===== src/rtl/seg7_pkg.sv =====
// Shared glyph data for the seven-segment counter: hex glyph table in
// active-high {g,f,e,d,c,b,a} form, the blank pattern and a lookup helper.
package seg7_pkg;

   typedef logic [6:0] seg_t;

   // All segments dark (active-high form).
   localparam seg_t SEG_BLANK = 7'h00;

   // Hex glyphs 0..F, active-high, bit order {g,f,e,d,c,b,a}.
   localparam seg_t SEG_GLYPHS [16] = '{
      7'h3F, 7'h06, 7'h5B, 7'h4F,
      7'h66, 7'h6D, 7'h7D, 7'h07,
      7'h7F, 7'h6F, 7'h77, 7'h7C,
      7'h39, 7'h5E, 7'h79, 7'h71
   };

   function automatic seg_t seg7_glyph(input logic [3:0] nibble);
      return SEG_GLYPHS[nibble];
   endfunction

endpackage


===== src/rtl/seg7_decode.sv =====
// Combinational nibble-to-glyph decoder; output is always active-high,
// the top level applies board polarity.
module seg7_decode
   import seg7_pkg::*;
(
   input  logic       [3:0] nibble,
   input  logic             blank,
   output logic       [6:0] glyph
);

   // Blank overrides the glyph lookup.
   always_comb begin
      glyph = seg7_glyph(nibble);
      if (blank) begin
         glyph = SEG_BLANK;
      end
   end

endmodule


===== src/rtl/seg7_mux_counter.sv =====
// Multi-digit hex up/down counter with a step prescaler and a multiplexed
// seven-segment display driver (registered segment/dp/digit outputs).
module seg7_mux_counter
   import seg7_pkg::*;
#(
   parameter int DIGITS         = 4,
   parameter int TICK_DIV       = 50000000,
   parameter int SCAN_DIV       = 50000,
   parameter int SEG_ACTIVE_LOW = 1
)
(
   input  logic                  clockIn,
   input  logic                  reset,
   input  logic                  run,
   input  logic                  up_n_down,
   input  logic                  load,
   input  logic [4*DIGITS-1:0]   load_value,
   input  logic                  blank_lz,
   output logic [4*DIGITS-1:0]   count_out,
   output logic                  tick,
   output logic [6:0]            segment7,
   output logic                  dp,
   output logic [DIGITS-1:0]     digit_en
);

   localparam int CNT_W  = 4 * DIGITS;
   localparam int PRE_W  = $clog2(TICK_DIV);
   localparam int SCAN_W = (SCAN_DIV > 1) ? $clog2(SCAN_DIV) : 1;
   localparam int IDX_W  = (DIGITS > 1) ? $clog2(DIGITS) : 1;

   localparam logic [PRE_W-1:0]  PRE_LAST  = PRE_W'(TICK_DIV - 1);
   localparam logic [PRE_W-1:0]  PRE_HALF  = PRE_W'(TICK_DIV / 2);
   localparam logic [SCAN_W-1:0] SCAN_LAST = SCAN_W'(SCAN_DIV - 1);
   localparam logic [IDX_W-1:0]  IDX_LAST  = IDX_W'(DIGITS - 1);

   // Polarity: XOR an active-high value with ACT_LOW to get the pin level.
   localparam logic              ACT_LOW   = (SEG_ACTIVE_LOW != 0);
   localparam logic [6:0]        SEG_OFF   = {7{ACT_LOW}};
   localparam logic [DIGITS-1:0] EN_OFF    = {DIGITS{ACT_LOW}};

   logic [CNT_W-1:0]  count_q,    count_d;
   logic [PRE_W-1:0]  presc_q,    presc_d;
   logic [SCAN_W-1:0] scan_cnt_q, scan_cnt_d;
   logic [IDX_W-1:0]  scan_idx_q, scan_idx_d;
   logic [6:0]        seg_q,      seg_d;
   logic              dp_q,       dp_d;
   logic [DIGITS-1:0] en_q,       en_d;

   logic              tick_now;
   logic [3:0]        nibbles [DIGITS];
   logic [DIGITS-1:0] lz_blank;
   logic [3:0]        sel_nibble;
   logic              sel_blank;
   logic [6:0]        sel_glyph;

   assign tick_now  = (presc_q == PRE_LAST);
   assign tick      = tick_now;
   assign count_out = count_q;
   assign segment7  = seg_q;
   assign dp        = dp_q;
   assign digit_en  = en_q;

   // Per-digit nibble split and leading-zero detection; digit 0 never blanks.
   genvar gi;
   generate
      for (gi = 0; gi < DIGITS; gi++) begin : g_digit
         assign nibbles[gi] = count_q[4*gi +: 4];
         if (gi == 0) begin : g_lsd
            assign lz_blank[gi] = 1'b0;
         end else begin : g_upper
            assign lz_blank[gi] = blank_lz & (count_q[CNT_W-1:4*gi] == '0);
         end
      end
   endgenerate

   assign sel_nibble = nibbles[scan_idx_q];
   assign sel_blank  = lz_blank[scan_idx_q];

   seg7_decode u_decode (
      .nibble (sel_nibble),
      .blank  (sel_blank),
      .glyph  (sel_glyph)
   );

   // Next-state: prescaler, counter step/load, scan slot/index, display image.
   always_comb begin
      presc_d    = tick_now ? '0 : presc_q + PRE_W'(1);
      count_d    = count_q;
      scan_cnt_d = scan_cnt_q + SCAN_W'(1);
      scan_idx_d = scan_idx_q;

      if (load) begin
         count_d = load_value;
         presc_d = '0;
      end else if (tick_now && run) begin
         count_d = up_n_down ? count_q + CNT_W'(1) : count_q - CNT_W'(1);
      end

      if (scan_cnt_q == SCAN_LAST) begin
         scan_cnt_d = '0;
         scan_idx_d = (scan_idx_q == IDX_LAST) ? '0 : scan_idx_q + IDX_W'(1);
      end

      seg_d = sel_glyph ^ SEG_OFF;
      dp_d  = ((scan_idx_q == '0) && (presc_q < PRE_HALF)) ^ ACT_LOW;
      en_d  = (DIGITS'(1) << scan_idx_q) ^ EN_OFF;
   end

   // State and display registers; reset blanks the display and clears counts.
   always_ff @(posedge clockIn) begin
      if (reset) begin
         count_q    <= '0;
         presc_q    <= '0;
         scan_cnt_q <= '0;
         scan_idx_q <= '0;
         seg_q      <= SEG_OFF;
         dp_q       <= ACT_LOW;
         en_q       <= EN_OFF;
      end else begin
         count_q    <= count_d;
         presc_q    <= presc_d;
         scan_cnt_q <= scan_cnt_d;
         scan_idx_q <= scan_idx_d;
         seg_q      <= seg_d;
         dp_q       <= dp_d;
         en_q       <= en_d;
      end
   end

endmodule


===== config.mk =====
export PLATFORM = sky130hd
export DESIGN_NAME = seg7_mux_counter
export DESIGN_NICKNAME = d
export VERILOG_FILES = /design/src/rtl/seg7_pkg.sv /design/src/rtl/seg7_decode.sv /design/src/rtl/seg7_mux_counter.sv
export SDC_FILE = /design/constraint.sdc
export NUM_CORES = 1
export LEC_CHECK = 0
export ABC_AREA = 1
export BUFFER_PORTS_ARGS = -buffer_cell sky130_fd_sc_hd__buf_2
export CAP_MARGIN = 20
export CORE_ASPECT_RATIO = 0.8
export CORE_MARGIN = 4
export CORE_UTILIZATION = 50
export CTS_CLUSTER_SIZE = 24
export DETAILED_ROUTE_END_ITERATION = 6
export HOLD_SLACK_MARGIN = 0.08
export PLACE_DENSITY = 0.72
export SLEW_MARGIN = 20
export SYNTH_ARGS = -nofsm -noshare
export SYNTH_HDL_FRONTEND = slang
export SYNTH_HIERARCHICAL = 1
export SYNTH_SLANG_ARGS = --single-unit

===== constraint.sdc =====
create_clock -name clockIn -period 2.4 [get_ports clockIn]
set_input_delay 0.24 -clock clockIn [delete_from_list [all_inputs] [get_ports clockIn]]
set_output_delay 0.24 -clock clockIn [all_outputs]
set_load 0.005 [all_outputs]

==> flow_summary_export.csv <==
group,metric,value,unit
synth,postSynth.asyncResetShare,0,%
detailed_routing,via_count,4674,
critical_path,critical_path_type,"reg2reg",
place,globalplace.congestion,0.988,
clocking,cts_hold_bufs,0,
critical_path,critical_path_slowest_stage_cell,"sky130_fd_sc_hd__ha_1",
power,power_leakage,2.43,nW
synth,synth_area_leader_cell,"sky130_fd_sc_hd__dfxtp_1",
clocking,cts_clock_pin_slew_for_the_worst_setup_and_hold_paths,0.06,ns
clocking,tritoncts,"done",
finish,layout.cells.most_common,"sky130_fd_sc_hd__nand2_1",
detailed_routing,total_wire_length,12.4,mm
detailed_routing,routed_len_inst,14.0,um
synth,top_area_cell_type_share_of_the_netlist_area,30.7,%
critical_path,cp_data_arrival_time,2.26,ns
finish,layout.core_utilization,59.4,%
clocking,number_of_buffers_inserted_during_clock_tree_synthesis,9,
timing,total_setup_violations_reported_at_the_end_of_the_flow,0,
critical_path,buffer_and_inverter_count_on_the_worst_path,3,
clocking,master_cell_of_the_clock_root_buffer,"sky130_fd_sc_hd__clkbuf_16",
floorplan,rows,31,
critical_path,timing.critical_path.cells,"inv_1 -> buf_4 -> a21oi_1 -> o21ai_0 -> o21ai_0 -> inv_1 -> ha_1 -> nand3b_1 -> nand3_1 -> nor2_1 -> nand2_1",
global_route,antenna_violations_before_repair,0,
critical_path,critPathTopFamily,"buffers and inverters",
status,status,"finished clean",
place,placed_cell_area,5080,um^2
place,preCtsSetupSlack,0.229,ns
synth,cell_variety_after_synth,46,
power,power.combinational.fraction,14.0,%
finish,nFillCells,883,
floorplan,floorplan.die.width,116,um
synth,ys_dominant_reg_cell,"sky130_fd_sc_hd__dfxtp_1",
finish,final_cell_area,5410,um^2
synth,post_synth_instance_area,4700,um^2
synth,synth.net_count,764,
floorplan,floorplan.initialDensity,51.5,%
global_route,grt_max_degree,22,
detailed_routing,postRouteAntennaNets,0,
timing,final.min_clock_period,2.04,ns
global_route,grt_pass1_vias,4282,
power,p_int,2.42,mW
detailed_routing,detail_route.first_pass.iterations,5,
timing,grt_setup_unrepaired,"no",
power,power.net_switching,831,uW
timing,worst_slew_pin_slew,0.647,ns
place,number_of_buffers_added_on_ports,50,
power,vdd_ir_drop_max,0.454,mV
critical_path,crit_path_end_kind,"flip-flop",
synth,ys.warnings.count,6,
floorplan,die_height,94.7,um
finish,finalNetCount,821,
clocking,cts_sinks,72,
clocking,cts.path.max_buffers,2,
critical_path,critical_path.max_fanout,8,
detailed_routing,drc,0,
place,place.detailed.hpwl,9.70,mm
power,share_clk_of_total_power,47.0,%
timing,worst_hold_slack,0.154,ns
synth,yosys_register_bits,72,
finish,antenna_cells_inserted,0,
worst_hold_path,hold_class,"in2reg",
power,swShare,25.6,%
timing,timing_max_transition_violations_final,0,
synth,synth.avg_cell_area,6.57,um^2
power,seqPwrFrac,39.1,%
power,cell_pwr_density,601,nW/um^2
clocking,post-cts-setup-buffer-count,0,
detailed_routing,via_per_inst,5.25,
global_route,grt_first_pass_wirelength,20.6,mm
floorplan,core_region_area,9110,um^2
synth,synth_seq_area_share,30.7,%
global_route,grt-ovfl-total,0,
timing,achievable_clock_frequency,0.489,GHz
detailed_routing,met2_length,5.27,mm
critical_path,worst_path_largest_cell_delay,0.34,ns
floorplan,num_io_pins,51,
synth,synth-edff-count,0,
global_route,track_usage,23.7,%
detailed_routing,met1Wirelength,6.04,mm
timing,timing.setup.tns,0,ns
timing,final_cycle_share,85.1,%
job,maxCapViolations,0,
clocking,clock_latency,0.33,ns
detailed_routing,dr.max_layer_used,"met4",
timing,report.final.hold_viol_count,0,
finish,most-common-layout-cells,"186 x sky130_fd_sc_hd__nand2_1, 93 x sky130_fd_sc_hd__inv_1, 78 x sky130_fd_sc_hd__nor2_1",
critical_path,critical_path_required,2.62,ns
finish,final_layout_size_suffix_gt1_share,14.7,%
floorplan,design.die.area,11000,um^2
timing,post-route-worst-setup-slack,0.356,ns
critical_path,setup.worst_path.start_class,"flip-flop",
synth,synth_top_cells_by_area,"sky130_fd_sc_hd__dfxtp_1 31%, sky130_fd_sc_hd__nand2_1 15%, sky130_fd_sc_hd__inv_1 7.4%",
finish,syn_to_final_growth,15.2,%
detailed_routing,drtIter0Drc,258,
clocking,h-tree-depth,3,
detailed_routing,detailroute.wirelength.met3,974,um
clocking,cts-resized-gates,0,
synth,netlist_instances,715,
timing,timing.slew.headroom,56.4,%
timing,skew,0.00486,ns
-- state kept, by name, indices dropped and copies added (netlist names) --
register / count
scan_cnt_q: 16
segment7: 7
digit_en: 4
dp: 1
scan_idx_q: 2
count_out: 16
presc_q: 26
-- worst paths after layout --
path / from / to / slack (ns) / cells past startpoint
worst min register to register: scan_cnt_q[0] / scan_cnt_q[0] / 0.45 / 1
worst max-delay path: scan_idx_q[0] / segment7[3] / 0.36 / 11
worst max register to register: scan_idx_q[0] / segment7[3] / 0.36 / 11
worst min-delay path: reset / count_out[2] / 0.15 / 2
-- area by class of cell --
type	count	area (um^2)	area share [%]
clock inverters	5	106	1.97
flip-flops and latches	72	1440	26.6
clock buffers	10	229	4.23
repair buffers	60	325	6.01
multi-input cells	529	2780	51.4
inverters	100	385	7.12
well taps	115	144	2.66
-- power groups by stage --
stage | clock [mW] | sequential [mW] | combinational (mW)
2_1_floorplan | 0 | 1.29 | 0.313
3_3_place_gp | 0 | 1.30 | 0.442
3_5_place_dp | 0 | 1.30 | 0.448
4_1_cts | 1.55 | 1.27 | 0.451
5_1_grt | 1.60 | 1.28 | 0.519
6_report | 1.53 | 1.27 | 0.454
-- synthesized netlist by cell type (3+ instances only) --
| library cell | instances |
|---|---|
| sky130_fd_sc_hd__a21oi_1 | 54 |
| sky130_fd_sc_hd__a21oi_2 | 3 |
| sky130_fd_sc_hd__a31oi_1 | 3 |
| sky130_fd_sc_hd__buf_4 | 3 |
| sky130_fd_sc_hd__buf_6 | 3 |
| sky130_fd_sc_hd__clkbuf_1 | 5 |
| sky130_fd_sc_hd__dfxtp_1 | 72 |
| sky130_fd_sc_hd__ha_1 | 26 |
| sky130_fd_sc_hd__inv_1 | 93 |
| sky130_fd_sc_hd__inv_2 | 4 |
| sky130_fd_sc_hd__nand2_1 | 186 |
| sky130_fd_sc_hd__nand2_2 | 5 |
| sky130_fd_sc_hd__nand3_1 | 49 |
| sky130_fd_sc_hd__nand3_2 | 5 |
| sky130_fd_sc_hd__nand3b_1 | 3 |
| sky130_fd_sc_hd__nand4_1 | 8 |
| sky130_fd_sc_hd__nor2_1 | 78 |
| sky130_fd_sc_hd__nor2_2 | 3 |
| sky130_fd_sc_hd__nor2_4 | 7 |
| sky130_fd_sc_hd__nor3_1 | 24 |
| sky130_fd_sc_hd__nor4_1 | 4 |
| sky130_fd_sc_hd__o21ai_0 | 24 |
| sky130_fd_sc_hd__o21ai_1 | 6 |
| sky130_fd_sc_hd__or2_2 | 4 |
| sky130_fd_sc_hd__xnor2_1 | 4 |
| sky130_fd_sc_hd__xor2_1 | 10 |
-- cell families (layout without fill, tap and decap cells) --
| family | Yosys count | count (layout) | share of synthesized area (%) |
|---|---|---|---|
| AOI/OAI and AO/OA | 101 | 101 | 11.7 |
| xor gates and xnor gates | 14 | 14 | 2.61 |
| adders and majority gates | 27 | 27 | 7.35 |
| buffers and inverters | 114 | 175 | 10.1 |
| DFF | 72 | 72 | 30.7 |
| and+or+nand+nor | 387 | 387 | 37.5 |
-- metrics by stage --
stage	total power [mW]	instances
6_report	3.25	891
5_1_grt	3.40	891
4_1_cts	3.27	891
3_5_place_dp	1.74	876
3_3_place_gp	1.74	876
2_1_floorplan	1.60	715
-- routing by layer --
metal | track usage, % | vias up
li1 | - | 2418
met1 | 34.1 | 2099
met5 | 0 | -
met3 | 6.73 | 14
met4 | 6.47 | 0
met2 | 34.4 | 143
Power figures use the tool's default switching activity.
